===== src/rtl/poll_scheduler.sv =====
// Merges host command packets with periodic poll packets onto one master_data/valid_bus pair, 1-cycle latency, no interleave.
// `define POLL_SCHED_STATS_EN adds poll_count: per-entry 8-bit saturating count of injected polls.
module poll_scheduler #(
  parameter int  N_SRC    = 24,
  parameter int  N_POLL   = 4,
  parameter int  PERIOD_W = 24,
  localparam int IDX_W    = $clog2(N_POLL)
) (
  input  logic                clk,
  input  logic                rst,
  input  logic [7:0]          host_data,
  input  logic [N_SRC-1:0]    host_valid_bus,
  input  logic                host_last,
  output logic                host_ready,
  input  logic                cfg_wr,
  input  logic [IDX_W-1:0]    cfg_idx,
  input  logic                cfg_en,
  input  logic [4:0]          cfg_addr,
  input  logic                cfg_two,
  input  logic [15:0]         cfg_bytes,
  input  logic [PERIOD_W-1:0] cfg_period,
  output logic [7:0]          master_data,
  output logic [N_SRC-1:0]    valid_bus,
  output logic [N_POLL-1:0]   poll_overrun
`ifdef POLL_SCHED_STATS_EN
  ,
  output logic [8*N_POLL-1:0] poll_count
`endif
);

  typedef enum logic [1:0] {S_IDLE, S_HOST, S_POLL_B0, S_POLL_B1} state_t;

  state_t             state_q;
  logic               turn_poll_q;
  logic [IDX_W-1:0]   rr_q, rr_next, lat_idx_q, sel_idx, cand;
  logic               sel_vld;
  logic [4:0]         lat_addr_q;
  logic               lat_two_q;
  logic [15:0]        lat_bytes_q;
  logic [7:0]         master_data_q;
  logic [N_SRC-1:0]   valid_bus_q;

  logic               en_q     [N_POLL];
  logic [4:0]         addr_q   [N_POLL];
  logic               two_q    [N_POLL];
  logic [15:0]        bytes_q  [N_POLL];
  logic [PERIOD_W-1:0] period_q [N_POLL];
  logic [PERIOD_W-1:0] cnt_q    [N_POLL];
  logic [N_POLL-1:0]  pend_q, ovr_q;

  logic               host_acc, inject;

  assign host_ready   = (state_q == S_HOST) ||
                        (state_q == S_IDLE && !(turn_poll_q && (|pend_q)));
  assign host_acc     = (|host_valid_bus) && host_ready;
  assign inject       = (state_q == S_IDLE) && !host_acc && sel_vld;
  assign rr_next      = (lat_idx_q == IDX_W'(N_POLL - 1)) ? '0 : lat_idx_q + IDX_W'(1);
  assign master_data  = master_data_q;
  assign valid_bus    = valid_bus_q;
  assign poll_overrun = ovr_q;

  // Round-robin pick: scan from rr downwards in distance so the nearest pending entry wins.
  always_comb begin
    sel_vld = 1'b0;
    sel_idx = '0;
    cand    = '0;
    for (int k = N_POLL - 1; k >= 0; k--) begin
      cand = IDX_W'((int'(rr_q) + k) % N_POLL);
      if (pend_q[cand]) begin
        sel_vld = 1'b1;
        sel_idx = cand;
      end
    end
  end

  always_ff @(posedge clk) begin
    if (rst) begin
      state_q       <= S_IDLE;
      turn_poll_q   <= 1'b0;
      rr_q          <= '0;
      lat_idx_q     <= '0;
      lat_addr_q    <= '0;
      lat_two_q     <= 1'b0;
      lat_bytes_q   <= '0;
      master_data_q <= '0;
      valid_bus_q   <= '0;
    end else begin
      valid_bus_q <= '0;
      case (state_q)
        S_IDLE, S_HOST: begin
          if (host_acc) begin
            master_data_q <= host_data;
            valid_bus_q   <= host_valid_bus;
            state_q       <= host_last ? S_IDLE : S_HOST;
            if (host_last) turn_poll_q <= 1'b1;
          end else if (inject) begin
            lat_idx_q   <= sel_idx;
            lat_addr_q  <= addr_q[sel_idx];
            lat_two_q   <= two_q[sel_idx];
            lat_bytes_q <= bytes_q[sel_idx];
            state_q     <= S_POLL_B0;
          end
        end
        S_POLL_B0: begin
          master_data_q <= lat_bytes_q[15:8];
          valid_bus_q   <= N_SRC'(1) << lat_addr_q;
          if (lat_two_q) begin
            state_q <= S_POLL_B1;
          end else begin
            state_q     <= S_IDLE;
            rr_q        <= rr_next;
            turn_poll_q <= 1'b0;
          end
        end
        S_POLL_B1: begin
          master_data_q <= lat_bytes_q[7:0];
          valid_bus_q   <= N_SRC'(1) << lat_addr_q;
          state_q       <= S_IDLE;
          rr_q          <= rr_next;
          turn_poll_q   <= 1'b0;
        end
        default: state_q <= S_IDLE;
      endcase
    end
  end

  // Later assignments override the injection clear: a cfg write or a fresh expiry wins.
  always_ff @(posedge clk) begin
    if (rst) begin
      for (int i = 0; i < N_POLL; i++) begin
        en_q[i]     <= 1'b0;
        addr_q[i]   <= '0;
        two_q[i]    <= 1'b0;
        bytes_q[i]  <= '0;
        period_q[i] <= '0;
        cnt_q[i]    <= '0;
      end
      pend_q <= '0;
      ovr_q  <= '0;
    end else begin
      for (int i = 0; i < N_POLL; i++) begin
        if (inject && sel_idx == IDX_W'(i)) pend_q[i] <= 1'b0;
        if (cfg_wr && cfg_idx == IDX_W'(i)) begin
          en_q[i]     <= cfg_en && (int'(cfg_addr) < N_SRC);
          addr_q[i]   <= cfg_addr;
          two_q[i]    <= cfg_two;
          bytes_q[i]  <= cfg_bytes;
          period_q[i] <= cfg_period;
          cnt_q[i]    <= cfg_period - PERIOD_W'(1);
          pend_q[i]   <= 1'b0;
          ovr_q[i]    <= 1'b0;
        end else if (en_q[i] && period_q[i] != '0) begin
          if (cnt_q[i] == '0) begin
            cnt_q[i]  <= period_q[i] - PERIOD_W'(1);
            pend_q[i] <= 1'b1;
            if (pend_q[i]) ovr_q[i] <= 1'b1;
          end else begin
            cnt_q[i] <= cnt_q[i] - PERIOD_W'(1);
          end
        end
      end
    end
  end

`ifdef POLL_SCHED_STATS_EN
  logic [7:0] stat_q [N_POLL];

  always_ff @(posedge clk) begin
    if (rst) begin
      for (int i = 0; i < N_POLL; i++) stat_q[i] <= '0;
    end else begin
      for (int i = 0; i < N_POLL; i++) begin
        if (inject && sel_idx == IDX_W'(i) && stat_q[i] != 8'hFF) stat_q[i] <= stat_q[i] + 8'd1;
        if (cfg_wr && cfg_idx == IDX_W'(i)) stat_q[i] <= '0;
      end
    end
  end

  for (genvar g = 0; g < N_POLL; g++) begin : g_stat
    assign poll_count[8*g +: 8] = stat_q[g];
  end
`endif

endmodule


===== config.mk =====
export PLATFORM = sky130hd
export DESIGN_NAME = poll_scheduler
export DESIGN_NICKNAME = d
export VERILOG_FILES = /design/src/rtl/poll_scheduler.sv
export SDC_FILE = /design/constraint.sdc
export NUM_CORES = 1
export LEC_CHECK = 0
export CORE_ASPECT_RATIO = 0.9
export CORE_MARGIN = 10
export CORE_UTILIZATION = 44
export CTS_CLUSTER_DIAMETER = 150
export DETAILED_ROUTE_END_ITERATION = 7
export PLACE_DENSITY = 0.7
export SLEW_MARGIN = 40
export SYNTH_ARGS = -nofsm -noshare
export SYNTH_HDL_FRONTEND = slang
export SYNTH_SLANG_ARGS = --single-unit

===== constraint.sdc =====
create_clock -name clk -period 5.7 [get_ports clk]
set_input_delay 1.71 -clock clk [delete_from_list [all_inputs] [get_ports clk]]
set_output_delay 1.71 -clock clk [all_outputs]
set_load 0.03 [all_outputs]

==> results of run 1 <==
[cells by family (layout without fill, tap and decap cells)]
| group | after synthesis | in the layout | synth area share (%) |
|---|---|---|---|
| AOI/OAI and AO/OA | 302 | 302 | 10.5 |
| xor gates and xnor gates | 164 | 164 | 7.57 |
| adders and majority gates | 14 | 14 | 0.924 |
| buffers and inverters | 120 | 259 | 2.51 |
| DFF | 353 | 353 | 52.3 |
| muxes | 86 | 86 | 4.74 |
| and+or+nand+nor | 750 | 750 | 21.5 |
[flip-flops by register name, summed over array words and instances, names as in the netlist]
signal and count:
cnt_q 96, lat_addr_q 5, bytes_q 64, two_q 4
lat_idx_q 2, state_q 2, turn_poll_q 1, addr_q 20
master_data 8, valid_bus 24, en_q 4, rr_q 2
lat_bytes_q 16, period_q 96, lat_two_q 1, pend_q 4
poll_overrun 4
[power breakdown]
group          switching, W  internal [W]
registers          0.000164       0.00300
logic              0.000498      0.000331
clock network       0.00106       0.00140
[per-layer routing]
metal  GRT usage [%]  vias up  part of all wire, %
li1                -     6892                    -
met1            31.8     7385                   43
met2            33.6      798                   44
met3            3.61      111                  9.7
met4            8.86        0                  3.5
met5               0        -                    0
[area by class of cell]
class	count	share of cell area, %
clock buffers	50	4.93
clock inverters	20	0.628
inverters	31	0.526
multi-input cells	1316	39.1
flip-flops and latches	353	44.8
well taps	555	3.14
repair buffers	158	6.83
[cells in the final DEF, fill, tap and decap left out, drive strengths merged, types with 12 or more instances in the layout]
cell and count:
clkinv 16, a21oi 44, xnor2 86, a31oi 13, clkdlybuf4s50 120, xor2 78, mux2 27, or3 23
nor4 48, dfxtp 69, o21ai 73, and2 137, nand3b 27, or2 12, nand2b 12, and3 47
mux2i 59, nor2 174, edfxtp 284, inv 32, buf 38, nand2 82, nor3 68, nand3 35
ha 14, or4 34, clkbuf 50, o22ai 51, a22oi 24, nor2b 14, a211oi 20
[how the worst min path moves through the flow]
stage / startpoint / to / slack [ns] / cells after the start
6_report: poll_overrun[2] / poll_overrun[2] / 0.48 / 2
5_1_grt: poll_overrun[3] / poll_overrun[3] / 0.50 / 2
4_1_cts: poll_overrun[2] / poll_overrun[2] / 0.47 / 2
3_5_place_dp: poll_overrun[2] / poll_overrun[2] / 0.45 / 2
3_3_place_gp: poll_overrun[3] / poll_overrun[3] / 0.45 / 2
2_1_floorplan: lat_bytes_q[10] / lat_bytes_q[10] / 0.46 / 2
[synthesized netlist by cell type (4+ instances only)]
library cell,instances,area [um2]
a2bb2oi_1,8,70.1
o22ai_1,51,319
nand4b_1,6,52.6
dfxtp_1,69,1380
nand2_1,82,308
nand2b_1,12,75.1
and2_1,136,851
ha_1,14,175
nor4_1,48,300
o221ai_1,10,87.6
nor3_1,67,335
or2_2,11,68.8
nor2_1,173,649
inv_1,31,116
o31ai_1,10,75.1
and3_1,47,294
a211oi_1,20,150
nor3b_1,5,37.5
nand3_1,35,175
a31oi_1,12,75.1
xor2_1,78,683
clkbuf_1,74,278
o32ai_1,10,87.6
nor2b_1,14,87.6
a21oi_1,44,220
edfxtp_1,284,8530
nor4b_1,6,52.6
or4_1,33,248
xnor2_1,86,753
or3_1,23,144
nand4_1,11,68.8
buf_2,8,40.0
mux2i_1,59,591
o41ai_1,4,35.0
buf_1,5,18.8
o21ai_0,73,365
nand3b_1,27,203
o311ai_0,4,35.0
a22oi_1,24,180
mux2_2,26,293
[worst register-to-register path, cell delays in order, from the launching register on]
cell and delay, ns:
edfxtp_1 0.46, or4_1 0.61, nor3_1 0.56, nand2_1 0.33, nor2_1 0.81, a31o_2 0.27, o22ai_1 0.06
[per-stage QoR]
stage / power, W / instance area (um2) / setup WS (ns) / util [%]
after global placement: 0.00399 / 20800 / 1.06 / 48.7
after CTS: 0.00644 / 22100 / 1.04 / 51.6
after floorplan: 0.00366 / 19000 / 1.21 / -
after detailed placement: 0.00401 / 20900 / 1.01 / 48.7
after global routing: 0.00665 / 22100 / 0.980 / 51.7
final: 0.00645 / 22100 / 1.06 / 51.7
==> reports/results.tsv, run 1 <==
metric	value	unit
viasPerCell	6.12	
ctsHtreeMaxLevel	2	
cts_buffers	39	
rsz0062_at_grt	no	
hp-class	reg2reg	
cts-resized-gates	0	
grt_max_degree	63	
fin_crit_sh	81.4	%
relSlewSlack	36.0	%
cp_top_family	buffers and inverters	
die_area	0.0518	mm2
path_max_fanout	10	
grt-ovfl-total	0	
timing.fmax	216	MHz
ys_ff_latch	353	
io_buffers	121	
drv_slew	0	
routed_wirelength	59700	um
final_cells	2483	
r2r_start	cnt_q[1][13]	
slowest_stage	clkdlybuf4s50_1	
seqCellArea	0.00991	mm2
crit_path_end	host_ready	
grt_pass1_wl	89500	um
via_count	15186	
period_needed	4.64	ns
fillCellCount	3772	
max_stage_delay	0.79	ns
initial_utilization	44.3	%
finalWeightedCongestion	1.00	
crit_cells	3	
grt_pass1_vias	14517	
cp.arrival	2.93	ns
dieWidth	239	um
setup_viol	0	
num_antenna_cells	0	
tightestPinTransition	0.956	ns
clock_latency	0.57	ns
skew	0.0291	ns
clkTransAtPathRegs	0.06	ns
clock-root-buffer	clkbuf_16	
drive_gt1_share	8.20	%
syn_nets	1888	
rows	72	
synth_edf_count	284	
design.core.area	0.0428	mm2
post_cts_buffers	0	
cp-start-kind	flip-flop	
synthCells	1789	
detailed_place_hpwl	42400	um
synth_flop_cell	edfxtp_1	
startpoint	pend_q[1]	
cts_tree	yes	
avgSynthCellArea	10.6	um2
worstPathRequired	3.99	ns
dp.cells	2413	
path_cells	or4_1 -> a31oi_2 -> clkdlybuf4s50_1	
rr_worst_depth	6	
power_density	292	mW/mm2
max-clock-path-buffers	3	
outcome	completed	
nNetsFinal	1998	
endpoint_kind	output port	
finalHoldViolCount	0	
critPathBufInv	1	
peakVddDrop	0.000222	V
drv_cap	0	
path_class	reg2out	
p_leak	8.09	nW
wl_per_cell	24.1	um
ys_seq_area_share	52.3	%
chipHeight	217	um
multi_input_area	0.00864	mm2
reg2reg_slack	2.31	ns
reg2reg_to	cnt_q[1][4]	
io_pins	122	
dr.pass1.iters	6	
async_flop_share	0	%
hold_buffers	0	
first_iter_violations	1796	
clkSinkCount	353	
grt_usage	22.4	%
area_growth	16.6	%
synth_cell_types	69	
syn_area	0.0190	mm2
drc	0	
hold_ws	0.479	ns
antenna_left	0	
antenna_found_initial	1	
ys_warn_count	0	
setup_tns	0	ns
Note: power is estimated with default switching activity, not from simulation.
==> run 2, diff against run 1 <==
==> constraint.sdc (replaced) <==
create_clock -name clk -period 4.4 [get_ports clk]
set_input_delay 1.32 -clock clk [delete_from_list [all_inputs] [get_ports clk]]
set_output_delay 1.32 -clock clk [all_outputs]
set_load 0.03 [all_outputs]
==> reports/results.tsv, run 2 (synthesis gave the netlist of run 1 again) <==
metric	value	unit	change
final_cells	2539		+2.3%
path_max_fanout	10		unchanged
grt_max_degree	63		unchanged
seqCellArea	0.00991	mm2	unchanged
grt_pass1_vias	14792		+1.9%
cts_buffers	39		unchanged
peakVddDrop	0.000241	V	+8.5%
clock-root-buffer	clkbuf_16		
ctsHtreeMaxLevel	2		unchanged
first_iter_violations	1924		+7.1%
r2r_start	cnt_q[2][8]		
max-clock-path-buffers	3		unchanged
io_buffers	121		unchanged
setup_tns	0	ns	unchanged
endpoint_kind	output port		
clkTransAtPathRegs	0.06	ns	about the same
grt_pass1_wl	90100	um	+0.65%
final_common_cell	edfxtp_1		
detailed_place_hpwl	42200	um	-0.44%
drv_cap	0		unchanged
tightestPinTransition	0.877	ns	-0.0791 ns
wl_per_cell	23.4	um	-2.6%
cp.arrival	2.78	ns	-0.15 ns
clkSinkCount	353		unchanged
dr.pass1.iters	6		unchanged
design.core.area	0.0428	mm2	unchanged
nNetsFinal	2053		+2.8%
post_cts_buffers	0		unchanged
drc	0		unchanged
dp.cells	2468		+2.3%
skew	0.0237	ns	-0.00535 ns
grt-ovfl-total	0		unchanged
antenna_found_initial	3		+2
hp-class	reg2reg		
reg2reg_slack	0.77	ns	-1.54 ns
cp-start-kind	flip-flop		
setup_viol	0		unchanged
worstPathRequired	3.08	ns	-0.91 ns
cts_tree	yes		
outcome	completed		
cts-resized-gates	0		unchanged
drv_slew	0		unchanged
dieWidth	239	um	unchanged
hold_depth	2		unchanged
reg2reg_to	cnt_q[2][0]		
fin_area	0.0226	mm2	+2.1%
hold_buffers	0		unchanged
relSlewSlack	41.1	%	+5.1 points
routed_wirelength	59500	um	-0.43%
io_pins	122		unchanged
via_count	15278		+0.61%
num_antenna_cells	0		unchanged
power_density	378	mW/mm2	+30%
clock_latency	0.58	ns	about the same
path_class	reg2out		
die_area	0.0518	mm2	unchanged
rows	72		unchanged
fin_crit_sh	93.2	%	
multi_input_area	0.00863	mm2	-0.14%
chipHeight	217	um	unchanged
initial_utilization	44.3	%	unchanged
worstHoldStart	poll_overrun[3]		
finalWeightedCongestion	0.995		-0.84%
viasPerCell	6.02		-1.6%
min_to	poll_overrun[3]		
finalHoldViolCount	0		unchanged
timing.fmax	244	MHz	
placed_area	0.0213	mm2	+2.0%
grt_usage	22.5	%	+0.12 points
drive_gt1_share	10.5	%	+2.3 points
rsz0062_at_grt	no		
fillCellCount	3693		-2.1%
area_growth	19.0	%	
largestRegisters	cnt_q (96), period_q (96), bytes_q (64)		
p_leak	8.38	nW	+3.5%
rr_worst_depth	6		unchanged
hold_ws	0.489	ns	+0.0104 ns
antenna_left	0		unchanged
post-route-util	52.7	%	+1.1 points
period_needed	4.10	ns	
mostFrequentLayoutCells	284 x edfxtp_1, 170 x nor2_1, 136 x and2_1		
## run 2: cell types whose count changed in the layout (fill, tap and decap cells not counted), sizes merged
cell      previous run  this run
buf                 38        93
clkinv              16         7
clkbuf              50        58
bufinv               1         3
clkinvlp             2         1
inv                 32        33
## run 2: per-layer routing
| layer | global-route usage, % | vias up | routed length (um) |
|---|---|---|---|
| met5 | 0 | - | 26 |
| met2 | 33.8 | 808 | 26100 |
| li1 | - | 7000 | - |
| met4 | 11.4 | 4 | 2880 |
| met1 | 30.2 | 7324 | 24300 |
| met3 | 4.91 | 142 | 6100 |
## run 2: stage by stage
stage / total power (W) / setup WS, ns
3_3_place_gp: 0.00522 / 0.315
5_1_grt: 0.00881 / 0.243
3_5_place_dp: 0.00524 / 0.300
6_report: 0.00853 / 0.298
4_1_cts: 0.00854 / 0.274
2_1_floorplan: 0.00475 / 0.301
## run 2: layout make-up
class                           instances  share of cell area [%]
Inverter                               31                   0.516
Sequential cell                       353                    43.9
Timing Repair Buffer                  213                    8.57
Tap cell                              555                    3.08
Clock inverter                         13                   0.710
Clock buffer                           58                    4.96
Multi-Input combinational cell       1316                    38.2
## run 2: power breakdown
group          leakage (nW)  internal, W  switching (W)  total (W)
clock network         0.620      0.00195        0.00137    0.00332
registers              3.47      0.00388       0.000202    0.00408
logic                  4.28     0.000462       0.000666    0.00113
total                  8.38      0.00629        0.00224    0.00853
## run 2: how the worst max path moves through the flow
stage	from	to	slack, ns	cells past startpoint
5_1_grt	pend_q[1]	host_ready	0.24	4
6_report	pend_q[1]	host_ready	0.30	4
3_3_place_gp	cfg_period[1]	cnt_q[3][10]	0.31	9
4_1_cts	pend_q[1]	host_ready	0.27	4
2_1_floorplan	cfg_idx[0]	cnt_q[2][17]	0.30	8
3_5_place_dp	cfg_period[1]	cnt_q[3][10]	0.30	9
## run 2: critical path, cell delays in order, from the launching register on
cell and delay [ns]:
dfxtp_1 0.46, or4_1 0.65, a31oi_2 0.21, buf_4 0.19, clkdlybuf4s50_1 0.71
==> run 3, diff against run 2 <==
--- a/config.mk
+++ b/config.mk
@@ -8,7 +8,7 @@
 export CORE_ASPECT_RATIO = 0.9
 export CORE_MARGIN = 10
 export CORE_UTILIZATION = 44
-export CTS_CLUSTER_DIAMETER = 150
+export CTS_CLUSTER_DIAMETER = 30
 export DETAILED_ROUTE_END_ITERATION = 7
 export PLACE_DENSITY = 0.7
 export SLEW_MARGIN = 40
==> reports/results.tsv, run 3 (synthesis gave the netlist of run 1 again) <==
metric	value	unit	change
cts_buffers	82		+110%
clkSinkCount	353		unchanged
multi_input_area	0.00863	mm2	unchanged
io_pins	122		unchanged
setup_viol	0		unchanged
wl_per_cell	23.3	um	-0.67%
antenna_found_initial	3		unchanged
reg2reg_slack	0.87	ns	+0.10 ns
relSlewSlack	38.3	%	-2.9 points
initial_utilization	44.3	%	unchanged
via_count	15725		+2.9%
design.core.area	0.0428	mm2	unchanged
setup_tns	0	ns	unchanged
die_area	0.0518	mm2	unchanged
path_max_fanout	10		unchanged
reg2reg_to	cnt_q[2][0]		
largestRegisters	cnt_q (96), period_q (96), bytes_q (64)		
drv_cap	0		unchanged
area_growth	27.3	%	
max-clock-path-buffers	3		unchanged
seqCellArea	0.00991	mm2	unchanged
finalWeightedCongestion	0.995		unchanged
power_density	473	mW/mm2	+25%
endpoint_kind	output port		
ctsHtreeMaxLevel	3		+1
hold_ws	0.472	ns	-0.0174 ns
hold_buffers	0		unchanged
grt_usage	23.1	%	+0.57 points
drv_slew	0		unchanged
grt_max_degree	63		unchanged
dieWidth	239	um	unchanged
routed_wirelength	61000	um	+2.5%
fin_crit_sh	94.0	%	+0.77 points
p_leak	9.13	nW	+9.0%
post_cts_buffers	0		unchanged
rows	72		unchanged
cp-start-kind	flip-flop		
grt_pass1_wl	92200	um	+2.3%
drive_gt1_share	14.1	%	+3.6 points
fillCellCount	3513		-4.9%
rr_worst_depth	6		unchanged
num_antenna_cells	0		unchanged
crit_path_end	host_ready		
grt_pass1_vias	15328		+3.6%
worstPathRequired	3.08	ns	about the same
startpoint	pend_q[1]		
dr.pass1.iters	6		unchanged
cts_tree	yes		
final_common_cell	edfxtp_1		
drc	0		unchanged
cts-resized-gates	0		unchanged
period_needed	4.14	ns	+0.0337 ns
path_class	reg2out		
detailed_place_hpwl	42200	um	unchanged
clock_latency	0.63	ns	+0.05 ns
peakVddDrop	0.000262	V	+8.9%
outcome	completed		
nNetsFinal	2096		+2.1%
cp.arrival	2.82	ns	+0.04 ns
viasPerCell	6.00		-0.26%
clkTransAtPathRegs	0.05	ns	about the same
timing.fmax	242	MHz	-0.82%
grt-ovfl-total	0		unchanged
clock-root-buffer	clkbuf_16		
skew	0.0435	ns	+0.0198 ns
mostFrequentLayoutCells	284 x edfxtp_1, 170 x nor2_1, 136 x and2_1		
tightestPinTransition	0.920	ns	+0.0426 ns
finalPower	0.0114	W	+34%
finalHoldViolCount	0		unchanged
chipHeight	217	um	unchanged
io_buffers	121		unchanged
rsz0062_at_grt	no		
first_iter_violations	1936		+0.62%
antenna_left	0		unchanged
r2r_start	cnt_q[2][8]		
hp-class	reg2reg		
==> run 3: changes by cell type in the layout (fill, tap and decap cells not counted), moves of 2 or more <==
cell	before	now
bufinv_16	3	11
clkbuf_1	14	10
clkbuf_16	41	83
clkinv_1	3	6
clkinv_16	0	2
clkinv_2	3	15
clkinv_4	0	9
clkinv_8	1	3
clkinvlp_4	1	7
inv_6	1	4
==> run 3: final cells by class <==
class,count,area share [%]
Sequential cell,353,41.1
Tap cell,555,2.88
Clock buffer,95,8.88
Clock inverter,57,2.91
Inverter,31,0.482
Multi-Input combinational cell,1316,35.8
Timing Repair Buffer,213,8.02
==> run 3: report_power, final <==
part | switching (W) | internal (W)
registers | 0.000205 | 0.00389
logic | 0.000672 | 0.000462
clock network | 0.00203 | 0.00416
total | 0.00290 | 0.00851
==> run 3: worst min path at each step <==
stage / from / to / slack, ns / depth (start not counted)
global placement: poll_overrun[3] / poll_overrun[3] / 0.46 / 2
CTS: poll_overrun[3] / poll_overrun[3] / 0.47 / 2
global route: lat_bytes_q[6] / lat_bytes_q[6] / 0.51 / 2
detailed placement: poll_overrun[3] / poll_overrun[3] / 0.46 / 2
floorplan: lat_bytes_q[10] / lat_bytes_q[10] / 0.46 / 2
finish: poll_overrun[3] / poll_overrun[3] / 0.47 / 2
==> run 3: worst max-delay path, cell delays in order, from the launching register on <==
cell and delay [ns]:
dfxtp_1 0.46, or4_1 0.66, a31oi_2 0.20, buf_4 0.19
clkdlybuf4s50_1 0.70
==> run 3: routing by layer <==
metal | share of wire, % | global-route usage, %
met3 | 10 | 5.03
met1 | 41 | 31.1
met4 | 4.8 | 11.3
met2 | 44 | 34.7
met5 | 0.021 | 0
==> run 3: metrics by stage <==
| step | utilization [%] | std cells | instance area (um2) | setup WS [ns] |
|---|---|---|---|---|
| 2_1_floorplan | - | 1789 | 19000 | 0.301 |
| 3_3_place_gp | 49.7 | 2465 | 21300 | 0.315 |
| 3_5_place_dp | 49.7 | 2468 | 21300 | 0.300 |
| 4_1_cts | 56.4 | 2620 | 24100 | 0.244 |
| 5_1_grt | 56.4 | 2620 | 24100 | 0.215 |
| 6_report | 56.4 | 2620 | 24100 | 0.264 |
